`config.mk`:
```
export PLATFORM = sky130hd
export DESIGN_NAME = rf_write_scheduler_flat
export DESIGN_NICKNAME = d
export VERILOG_FILES = /design/src/rtl/rf_write_scheduler_pkg.sv /design/src/rtl/rf_write_scheduler_if.sv /design/src/rtl/rf_write_scheduler_rr_arbiter_2.sv /design/src/rtl/rf_write_scheduler.sv /design/src/flat_wrapper.sv
export SDC_FILE = /design/constraint.sdc
export NUM_CORES = 1
export LEC_CHECK = 0
export BUFFER_PORTS_ARGS = -buffer_cell sky130_fd_sc_hd__buf_4
export CORE_MARGIN = 2
export CORE_UTILIZATION = 45
export DETAILED_ROUTE_END_ITERATION = 16
export PLACE_DENSITY_LB_ADDON = 0.1
export SLEW_MARGIN = 5
export SYNTH_ARGS = -nofsm -noshare
export SYNTH_HDL_FRONTEND = slang
export SYNTH_SLANG_ARGS = --single-unit
export TNS_END_PERCENT = 10
```
`constraint.sdc`:
```
create_clock -name clk -period 2.7 [get_ports clk]
set_input_delay 0.54 -clock clk [delete_from_list [all_inputs] [get_ports clk]]
set_output_delay 0.54 -clock clk [all_outputs]
set_load 0.01 [all_outputs]
```
`src/rtl/rf_write_scheduler_pkg.sv`:
```
// Shared constants, types and helpers for the register-file write scheduler.
// The package name is rf_sched_pkg; every scheduler file imports it.
package rf_sched_pkg;

    localparam int NREGS = 16;
    localparam int DW    = 16;
    localparam int RW    = 4;

    // Round-robin pointer values: which side wins the next tie.
    typedef enum logic {
        REQ_ALU = 1'b0,
        REQ_MEM = 1'b1
    } req_t;

    // Grant-vector bit positions.
    localparam int GNT_ALU = 0;
    localparam int GNT_MEM = 1;

    // One-hot register mask, used for both scoreboard set and clear.
    function automatic logic [NREGS-1:0] decode4to16(input logic [RW-1:0] reg_id);
        logic [NREGS-1:0] mask;
        mask         = '0;
        mask[reg_id] = 1'b1;
        return mask;
    endfunction

endpackage

```
`src/rtl/rf_write_scheduler_if.sv`:
```
// Bundles the reserve, source-lookup, writeback and register-file signals
// of the scheduler; master = issue/decode/execute side, slave = scheduler.
interface rf_write_scheduler_if;
    import rf_sched_pkg::*;

    logic             reserve_valid;
    logic [RW-1:0]    reserve_reg;
    logic             reserve_ready;

    logic [RW-1:0]    src1_reg;
    logic [RW-1:0]    src2_reg;
    logic             src1_busy;
    logic             src2_busy;

    logic             alu_wr_valid;
    logic [RW-1:0]    alu_wr_reg;
    logic [DW-1:0]    alu_wr_data;
    logic             alu_wr_ready;

    logic             mem_wr_valid;
    logic [RW-1:0]    mem_wr_reg;
    logic [DW-1:0]    mem_wr_data;
    logic             mem_wr_ready;

    logic             rf_WriteReg;
    logic [RW-1:0]    rf_DstReg;
    logic [DW-1:0]    rf_DstData;
    logic [NREGS-1:0] busy_mask;

    modport master (
        output reserve_valid, reserve_reg,
        output src1_reg, src2_reg,
        output alu_wr_valid, alu_wr_reg, alu_wr_data,
        output mem_wr_valid, mem_wr_reg, mem_wr_data,
        input  reserve_ready, src1_busy, src2_busy,
        input  alu_wr_ready, mem_wr_ready,
        input  rf_WriteReg, rf_DstReg, rf_DstData, busy_mask
    );

    modport slave (
        input  reserve_valid, reserve_reg,
        input  src1_reg, src2_reg,
        input  alu_wr_valid, alu_wr_reg, alu_wr_data,
        input  mem_wr_valid, mem_wr_reg, mem_wr_data,
        output reserve_ready, src1_busy, src2_busy,
        output alu_wr_ready, mem_wr_ready,
        output rf_WriteReg, rf_DstReg, rf_DstData, busy_mask
    );

endinterface

```
`src/rtl/rf_write_scheduler_rr_arbiter_2.sv`:
```
// Two-requester round-robin arbiter: one-hot grant vector, pointer flips to
// the losing side after every grant and holds on idle cycles.
module rr_arbiter_2
    import rf_sched_pkg::*;
(
    input  logic       clk,
    input  logic       rst,
    input  logic [1:0] i_req,
    output logic [1:0] o_gnt
);

    req_t       r_ptr_reg;
    req_t       w_ptr_next;
    logic [1:0] w_gnt;

    always_ff @(posedge clk) begin
        if (rst) begin
            r_ptr_reg <= REQ_ALU;
        end else begin
            r_ptr_reg <= w_ptr_next;
        end
    end

    always_comb begin
        w_ptr_next = r_ptr_reg;
        if (w_gnt[GNT_ALU]) begin
            w_ptr_next = REQ_MEM;
        end else if (w_gnt[GNT_MEM]) begin
            w_ptr_next = REQ_ALU;
        end
    end

    // Grants are suppressed while reset is asserted so nothing is consumed.
    always_comb begin
        w_gnt = 2'b00;
        if (!rst) begin
            case (i_req)
                2'b01:   w_gnt = 2'b01;
                2'b10:   w_gnt = 2'b10;
                2'b11:   w_gnt = (r_ptr_reg == REQ_ALU) ? 2'b01 : 2'b10;
                default: w_gnt = 2'b00;
            endcase
        end
    end

    assign o_gnt = w_gnt;

endmodule

```
`src/rtl/rf_write_scheduler.sv`:
```
// Write-port scheduler: arbitrates ALU/MEM writebacks onto the register file,
// registers the winning write and keeps a per-register busy scoreboard.
module rf_write_scheduler
    import rf_sched_pkg::*;
#(
    parameter int NREGS = rf_sched_pkg::NREGS,
    parameter int DW    = rf_sched_pkg::DW,
    parameter int RW    = rf_sched_pkg::RW
) (
    input  logic                 clk,
    input  logic                 rst,
    rf_write_scheduler_if.slave  bus
);

    logic [1:0]       w_gnt;
    logic             w_wr_en;
    logic [RW-1:0]    w_wr_dst;
    logic [DW-1:0]    w_wr_data;

    logic             w_res_ready;
    logic             w_res_accept;
    logic             w_src1_busy;
    logic             w_src2_busy;

    logic [NREGS-1:0] r_busy_reg;
    logic [NREGS-1:0] w_busy_next;
    logic [NREGS-1:0] w_set_mask;
    logic [NREGS-1:0] w_clr_mask;

    logic             r_we_reg;
    logic [RW-1:0]    r_dst_reg;
    logic [DW-1:0]    r_data_reg;

    rr_arbiter_2 u_arb (
        .clk   (clk),
        .rst   (rst),
        .i_req ({bus.mem_wr_valid, bus.alu_wr_valid}),
        .o_gnt (w_gnt)
    );

    assign w_wr_en   = |w_gnt;
    assign w_wr_dst  = w_gnt[GNT_MEM] ? bus.mem_wr_reg  : bus.alu_wr_reg;
    assign w_wr_data = w_gnt[GNT_MEM] ? bus.mem_wr_data : bus.alu_wr_data;

    // A same-cycle write to the claimed register frees it, so the claim may proceed.
    assign w_res_ready  = !rst &&
                          (!r_busy_reg[bus.reserve_reg] ||
                           (w_wr_en && (w_wr_dst == bus.reserve_reg)));
    assign w_res_accept = bus.reserve_valid && w_res_ready;

    assign w_src1_busy = r_busy_reg[bus.src1_reg] && !(w_wr_en && (w_wr_dst == bus.src1_reg));
    assign w_src2_busy = r_busy_reg[bus.src2_reg] && !(w_wr_en && (w_wr_dst == bus.src2_reg));

    assign w_set_mask = w_res_accept ? decode4to16(bus.reserve_reg) : '0;
    assign w_clr_mask = w_wr_en      ? decode4to16(w_wr_dst)        : '0;

    // Set has priority over clear when a reserve and a write hit the same register.
    generate
        for (genvar gi = 0; gi < NREGS; gi++) begin : g_busy
            assign w_busy_next[gi] = w_set_mask[gi] | (r_busy_reg[gi] & ~w_clr_mask[gi]);
        end
    endgenerate

    always_ff @(posedge clk) begin
        if (rst) begin
            r_busy_reg <= '0;
        end else begin
            r_busy_reg <= w_busy_next;
        end
    end

    always_ff @(posedge clk) begin
        if (rst) begin
            r_we_reg   <= 1'b0;
            r_dst_reg  <= '0;
            r_data_reg <= '0;
        end else begin
            r_we_reg <= w_wr_en;
            if (w_wr_en) begin
                r_dst_reg  <= w_wr_dst;
                r_data_reg <= w_wr_data;
            end
        end
    end

    assign bus.reserve_ready = w_res_ready;
    assign bus.src1_busy     = w_src1_busy;
    assign bus.src2_busy     = w_src2_busy;
    assign bus.alu_wr_ready  = w_gnt[GNT_ALU];
    assign bus.mem_wr_ready  = w_gnt[GNT_MEM];
    assign bus.rf_WriteReg   = r_we_reg;
    assign bus.rf_DstReg     = r_dst_reg;
    assign bus.rf_DstData    = r_data_reg;
    assign bus.busy_mask     = r_busy_reg;

endmodule

```
`src/flat_wrapper.sv`:
```
// flat-port wrapper written by rule: the top's interface ports become plain ports
module rf_write_scheduler_flat import rf_sched_pkg::*;
#(
    parameter int NREGS = rf_sched_pkg::NREGS,
    parameter int DW    = rf_sched_pkg::DW,
    parameter int RW    = rf_sched_pkg::RW
)
  (clk, rst, bus_reserve_valid, bus_reserve_reg, bus_src1_reg, bus_src2_reg, bus_alu_wr_valid, bus_alu_wr_reg, bus_alu_wr_data, bus_mem_wr_valid, bus_mem_wr_reg, bus_mem_wr_data, bus_reserve_ready, bus_src1_busy, bus_src2_busy, bus_alu_wr_ready, bus_mem_wr_ready, bus_rf_WriteReg, bus_rf_DstReg, bus_rf_DstData, bus_busy_mask);
  rf_write_scheduler_if bus_i ();
  input  logic clk;
  input  logic rst;
  input wire logic [$bits(bus_i.reserve_valid)-1:0] bus_reserve_valid;
  input wire logic [$bits(bus_i.reserve_reg)-1:0] bus_reserve_reg;
  input wire logic [$bits(bus_i.src1_reg)-1:0] bus_src1_reg;
  input wire logic [$bits(bus_i.src2_reg)-1:0] bus_src2_reg;
  input wire logic [$bits(bus_i.alu_wr_valid)-1:0] bus_alu_wr_valid;
  input wire logic [$bits(bus_i.alu_wr_reg)-1:0] bus_alu_wr_reg;
  input wire logic [$bits(bus_i.alu_wr_data)-1:0] bus_alu_wr_data;
  input wire logic [$bits(bus_i.mem_wr_valid)-1:0] bus_mem_wr_valid;
  input wire logic [$bits(bus_i.mem_wr_reg)-1:0] bus_mem_wr_reg;
  input wire logic [$bits(bus_i.mem_wr_data)-1:0] bus_mem_wr_data;
  output wire logic [$bits(bus_i.reserve_ready)-1:0] bus_reserve_ready;
  output wire logic [$bits(bus_i.src1_busy)-1:0] bus_src1_busy;
  output wire logic [$bits(bus_i.src2_busy)-1:0] bus_src2_busy;
  output wire logic [$bits(bus_i.alu_wr_ready)-1:0] bus_alu_wr_ready;
  output wire logic [$bits(bus_i.mem_wr_ready)-1:0] bus_mem_wr_ready;
  output wire logic [$bits(bus_i.rf_WriteReg)-1:0] bus_rf_WriteReg;
  output wire logic [$bits(bus_i.rf_DstReg)-1:0] bus_rf_DstReg;
  output wire logic [$bits(bus_i.rf_DstData)-1:0] bus_rf_DstData;
  output wire logic [$bits(bus_i.busy_mask)-1:0] bus_busy_mask;
  assign bus_i.reserve_valid = bus_reserve_valid;
  assign bus_i.reserve_reg = bus_reserve_reg;
  assign bus_i.src1_reg = bus_src1_reg;
  assign bus_i.src2_reg = bus_src2_reg;
  assign bus_i.alu_wr_valid = bus_alu_wr_valid;
  assign bus_i.alu_wr_reg = bus_alu_wr_reg;
  assign bus_i.alu_wr_data = bus_alu_wr_data;
  assign bus_i.mem_wr_valid = bus_mem_wr_valid;
  assign bus_i.mem_wr_reg = bus_mem_wr_reg;
  assign bus_i.mem_wr_data = bus_mem_wr_data;
  assign bus_reserve_ready = bus_i.reserve_ready;
  assign bus_src1_busy = bus_i.src1_busy;
  assign bus_src2_busy = bus_i.src2_busy;
  assign bus_alu_wr_ready = bus_i.alu_wr_ready;
  assign bus_mem_wr_ready = bus_i.mem_wr_ready;
  assign bus_rf_WriteReg = bus_i.rf_WriteReg;
  assign bus_rf_DstReg = bus_i.rf_DstReg;
  assign bus_rf_DstData = bus_i.rf_DstData;
  assign bus_busy_mask = bus_i.busy_mask;
  rf_write_scheduler #(.NREGS(NREGS), .DW(DW), .RW(RW)) u_core (.clk(clk), .rst(rst), .bus(bus_i));
endmodule
```
# Yosys cells after proc, flatten, opt, wreduce, memory -nomap -nowiden
# Index checks and enable logic that the tools add are counted.
[totals] elab_cells=100 out_inout_bits=42 regBits=38
[classes] mux=19 bitwise=48 reduce_logical=16 n_eq_ne=6 order_cmp=6
[ops] op="2-to-1 mux 16 bit" count=3
[ops] op="less-than comparator 4 x 5 -> 1 bit (second input constant)" count=4
[ops] op="AND 1 bit" count=16
[ops] op="inverter 1 bit" count=16
[ops] op="OR 1 bit" count=16
[ops] op="binary-select mux 1 bit (select 4 bit)" count=3
[ops] op="== test 4 bit" count=3
[ops] op="logical AND 1 bit" count=9
[ops] op="demux 1 bit (select 4 bit)" count=2
[ops] op=">= comparator 4 x 1 -> 1 bit (second input constant)" count=2
[ops] op="2-to-1 mux 1 bit" count=7
[ops] op="case mux 2 bit (3 select lines)" count=1
[ops] op="== test 2 bit (second input constant)" count=2
[ops] op="zero test 1 bit" count=4
[ops] op="2-to-1 mux 2 bit" count=2
[ops] op="2-to-1 mux 4 bit" count=1
[ops] op="== test 2 x 1 -> 1 bit (second input constant)" count=1
[ops] op="nonzero test 2 bit" count=1
[ops] op="OR reduction 2 bit" count=1
[ops] op="logical OR 1 bit" count=1

# Longest topological paths before layout
[depth] word_depth=12 ltp_mapped=8 depth_no_buf=6

# Modules after synthesis
# A second synthesis with hierarchy kept.
[unflattened] hier_cells=273 hier_area_um2=2429.8
[modules_own_cells] module="rf_write_scheduler" n_inst=1 area_per_inst_um2=2361.0 cells_each=265
[modules_own_cells] module="rr_arbiter_2" n_inst=1 area_per_inst_um2=68.8 cells_each=8

# Least setup slack after synthesis
# Ideal clock, no wire load.
[synth_path] path_kind="input -> output" startpoint="input port bus_reserve_reg[0]" endpoint="output port bus_reserve_ready" t_arrival_ns=2.113 setup_slack_ns=0.047 stages=7 path_cell_list="buf_6 > mux4_1 > mux4_2 > clkinv_2 > a41oi_4 > buf_6 > nor2_1"
[synth_via] elab_chain_cells=5 elab_cells_between_ends=7 classes_between="eq/ne (1); mux (2); reduce/logical (4)"
[synth_lines] element="from (decl)" line="flat_wrapper.sv:13" rtl="input wire logic [$bits(bus_i.reserve_reg)-1:0] bus_reserve_reg;"
[synth_lines] element="binary-select mux 1 bit (select 4 bit)" line="rf_write_scheduler.sv:47" rtl="(!r_busy_reg[bus.reserve_reg] ||"
[synth_lines] element="2-to-1 mux 1 bit (implied by the code)" line="rf_write_scheduler.sv:47"
[synth_lines] element="zero test 1 bit" line="rf_write_scheduler.sv:47"
[synth_lines] element="logical OR 1 bit *" line="rf_write_scheduler.sv:47"
[synth_lines] element="logical AND 1 bit *" line="rf_write_scheduler.sv:46" rtl="assign w_res_ready = !rst &&"
[synth_lines] element="to (decl)" line="flat_wrapper.sv:22" rtl="output wire logic [$bits(bus_i.reserve_ready)-1:0] bus_reserve_ready;"
# Every way passes the cells marked *; elsewhere a longest branch is shown, timed or not. The select of a mux whose other input is x is not followed.

# Final worst setup path
# Ends and elaborated chain as after synthesis.

==> results.rst <==
.. list-table::
   :header-rows: 1

   * - Metric
     - Value
   * - Yosys warning total
     - 0
   * - Root buffer selected by CTS
     - sky130_fd_sc_hd__clkbuf_8
   * - Core Util, Final
     - 0.678
   * - Number of placement rows
     - 25
   * - Count of hold-fix buffers inserted at cts
     - 0
   * - Synthesized area per cell
     - around 9.5 um2
   * - Overflow left after global routing
     - 0
   * - Initial Util
     - 0.466
   * - Final Hold Violating Endpoints
     - 0
   * - Setup Crit Path Kind
     - input pin to output port
   * - Tmin final
     - 2.68 ns
   * - Xor/xnor share of the synthesized area
     - 0.0401
   * - Cell type of the slowest stage on the worst timing path
     - sky130_fd_sc_hd__mux4_1
   * - Clk_lat worst skew
     - 0.29 ns
   * - Area share of and/or/nand/nor cells after synthesis
     - 0.174
   * - Total routing resource utilization after global routing
     - 0.249
   * - Wirelength, routed
     - 6.80 mm
   * - Die W
     - around 74 um
   * - Via count of the first global-routing pass
     - around 2100
   * - Number of antenna cells inserted
     - 0
   * - Cell-internal power
     - 0.00113 W
   * - Final number of setup-violating endpoints
     - 0
   * - Pin count of the biggest net entering global routing
     - 37
   * - Maximum vdd ir drop
     - 0.000295 V
   * - Post-synthesis cell type with the largest combined area
     - sky130_fd_sc_hd__dfxtp_1
   * - Number of flops mapped to enable cells by yosys
     - 0
   * - Most frequently used flop master after synthesis
     - sky130_fd_sc_hd__dfxtp_1
   * - Synthesis-stage register bit count
     - 38
   * - Residual DRC
     - 0
   * - Nature of the critical path startpoint
     - input pin
   * - Top Ports
     - 99
   * - Multiplexer share of the synthesized area
     - 0.186
   * - Post-Syn Nets
     - 286
   * - Fraction of final layout cells with drive strength greater than 1
     - 0.437
   * - Inserted Clock Buffers
     - 5
   * - Switching portion of total power
     - 0.254
   * - Signed area change from the synthesized netlist to the final layout
     - 45.5%
   * - CP Data Required Time
     - 2.16 ns
   * - Leakage power summed over all cells
     - between 1 and 1.5 nW
   * - Initial antenna violation count
     - 0
   * - Area fraction of the dominant cell type after synthesis
     - 0.348
   * - Ratio of total power to cell area
     - 475 nW/um2
   * - Total iterations of the first detailed-routing run
     - 4
   * - Max_slew headroom
     - 0.455
   * - Dominant combinational cell family by area after synthesis
     - compound AO/OA/AOI/OAI gates
   * - Synthesized area
     - 2180 um2
   * - Reg power frac
     - 0.402
   * - Clock Path Buffers
     - 2
   * - Count of nets left with antenna violations after detail routing
     - 0
   * - Count of unique library cells instantiated by Yosys
     - 42
   * - Async set or reset register ratio after synthesis
     - 0
   * - Proportion of power drawn by combinational gates
     - 0.213
   * - Share of synthesized cell area in full adder, half adder and majority cells
     - 0
   * - Final slew viol count
     - 0
   * - Reported max-cap violation count
     - 0
   * - Cell count after synthesis
     - approximately 230
   * - Vertical extent of the die
     - 73.7 um
   * - Nature of the critical path endpoint
     - output port
   * - Most frequent cell after synthesis
     - sky130_fd_sc_hd__nor2_1
   * - GPL Wtd Cong
     - between 0.9 and 1
   * - Clock tree from TritonCTS
     - yes
   * - Placed wire-length estimate after detailed placement
     - 5.00 mm
   * - Post-route fraction of the period consumed by the critical path
     - 0.992
   * - IO Port Bufs
     - 98
   * - Detail-routed net length per standard cell
     - 17.6 um
   * - Crit path largest cell delay
     - 0.58 ns
   * - Compound-cell area share of the yosys netlist
     - 0.205
   * - Max Freq
     - 373 MHz
   * - Share of power burned in the clock network
     - 0.384
   * - Final worst clock skew
     - 0.00504 ns
   * - RSZ-0062 raised after global routing
     - false
   * - Iteration-0 DRC count of the detailed router
     - 118
   * - Global-route wire length before repair
     - about 10 mm
   * - Overall die area
     - 5430 um2
   * - Number of H-tree levels
     - 2
   * - CTS sink cnt
     - 38
   * - CP Max Fanout
     - 9
   * - Cells traversed along the worst timing path
     - buf_4 > mux4_1 > mux4_2 > clkinv_2 > a41oi_4 > nor2_1 > buf_4
   * - Cell types occupying the most area after synthesis
     - sky130_fd_sc_hd__dfxtp_1 35%, sky130_fd_sc_hd__mux4_2 11%, sky130_fd_sc_hd__nor2_1 6.7%, sky130_fd_sc_hd__o221ai_1 6.4%, sky130_fd_sc_hd__o211ai_1 4.1%
   * - Transition at the pin with the smallest max-transition slack
     - 0.807 ns
   * - Crit path DAT
     - between 2 and 2.5 ns
   * - Result of the run
     - completed
   * - Hold crit path type
     - input pin to register
   * - Average vias per placed instance
     - 5.88
   * - Net count, final
     - 388
   * - Placeable Area
     - 4690 um2
   * - Switching power summed over all nets
     - 0.000384 W
   * - Most frequent cell on the critical path
     - sky130_fd_sc_hd__buf_4
   * - Most common library cells after synthesis
     - 39 x sky130_fd_sc_hd__nor2_1, 38 x sky130_fd_sc_hd__dfxtp_1, 21 x sky130_fd_sc_hd__nand2_1, 16 x sky130_fd_sc_hd__o221ai_1, 12 x sky130_fd_sc_hd__o211ai_1
   * - Post-synthesis sequential area ratio
     - 0.348
   * - Setup TNS Final
     - 0 ns
   * - Total via count after detailed routing
     - 2270
   * - Reg clk slew, reported paths
     - 0.08 ns
[path summary, 6_finish.rpt]
check / from / end / slack [ns] / depth (start not counted)
worst min register to register: u_core.bus.rf_DstReg[3] / u_core.bus.rf_DstReg[3] / 0.51 / 1
worst min-delay path: bus_mem_wr_data[2] / u_core.bus.rf_DstData[2] / 0.45 / 3
worst max register to register: u_core.bus.busy_mask[9] / u_core.bus.busy_mask[0] / 0.70 / 6
worst max-delay path: bus_reserve_reg[0] / bus_reserve_ready / 0.02 / 7
[critical path, delay by kind of cell]
kind	cells	cell delay (ns)
multiplexers	2	1.05
buffers and inverters	3	0.36
AND/OR/NAND/NOR	1	0.14
AO/OA/AOI/OAI	1	0.03
[kinds of logic after synthesis]
group	Yosys count
DFF	38
muxes	21
xor gates and xnor gates	10
buffers and inverters	22
and+or+nand+nor	82
AOI/OAI and AO/OA	56
[layout by cell type (no fill, tap or decap), types with 2 or more instances in the layout]
master                      instances
sky130_fd_sc_hd__clkbuf_8           5
sky130_fd_sc_hd__mux2i_1            4
sky130_fd_sc_hd__inv_1              3
sky130_fd_sc_hd__xor2_1             4
sky130_fd_sc_hd__o311ai_0           3
sky130_fd_sc_hd__nand2b_1           4
sky130_fd_sc_hd__nor3_1             2
sky130_fd_sc_hd__a211oi_1           3
sky130_fd_sc_hd__o221ai_1          16
sky130_fd_sc_hd__mux4_1             3
sky130_fd_sc_hd__o21ai_1            4
sky130_fd_sc_hd__mux4_2            11
sky130_fd_sc_hd__nand2_1           21
sky130_fd_sc_hd__dfxtp_1           38
sky130_fd_sc_hd__nand3b_1           2
sky130_fd_sc_hd__nor4bb_1           2
sky130_fd_sc_hd__nand3_1            2
sky130_fd_sc_hd__o21ai_0            7
sky130_fd_sc_hd__buf_4            111
sky130_fd_sc_hd__bufinv_16          2
sky130_fd_sc_hd__o21ai_2            6
sky130_fd_sc_hd__nor2_1            38
sky130_fd_sc_hd__nor4_1             2
sky130_fd_sc_hd__o211ai_1          12
sky130_fd_sc_hd__nor3b_1            2
sky130_fd_sc_hd__xnor2_1            6
[power groups by stage]
stage	clock [W]	combinational [W]	sequential, W
after floorplan	0	0.000138	0.000632
after global placement	0	0.000306	0.000620
after detailed placement	0	0.000310	0.000621
after CTS	0.000596	0.000311	0.000607
after global routing	0.000619	0.000346	0.000611
final	0.000581	0.000322	0.000608
[metal layers]
layer,vias to the layer above,share of wire,global-route usage
met5,-,0,0
met4,0,0.019,0.0869
met3,17,0.093,0.0535
met2,138,0.48,0.415
met1,1041,0.41,0.319
li1,1074,-,-
[layout make-up]
class / instances / area [um2]
fill: 393 / 1510
sequential: 38 / 761
clock buffer: 5 / 68.8
clock inverter: 3 / 68.8
multi-input combinational: 169 / 1340
tap: 54 / 67.6
inverter: 5 / 20.0
timing repair buffer: 112 / 853
[metrics by stage]
stage	setup WS (ns)	std cells	cell area, um2	power [W]	hold slack [ns]
finish	0.0224	386	3180	0.00151	0.452
floorplan	0.0470	229	2180	0.000770	0.487
global placement	0.0637	376	3000	0.000925	0.482
detailed placement	0.0568	376	3000	0.000931	0.492
CTS	0.0424	384	3140	0.00151	0.447
global route	0.00578	386	3180	0.00158	0.452
[repair_timing]
action	CTS	global route
resized for setup	0	2
setup endpoints to repair	0	1
buffers inserted	0	2
Note: power is estimated with default switching activity, not from simulation.
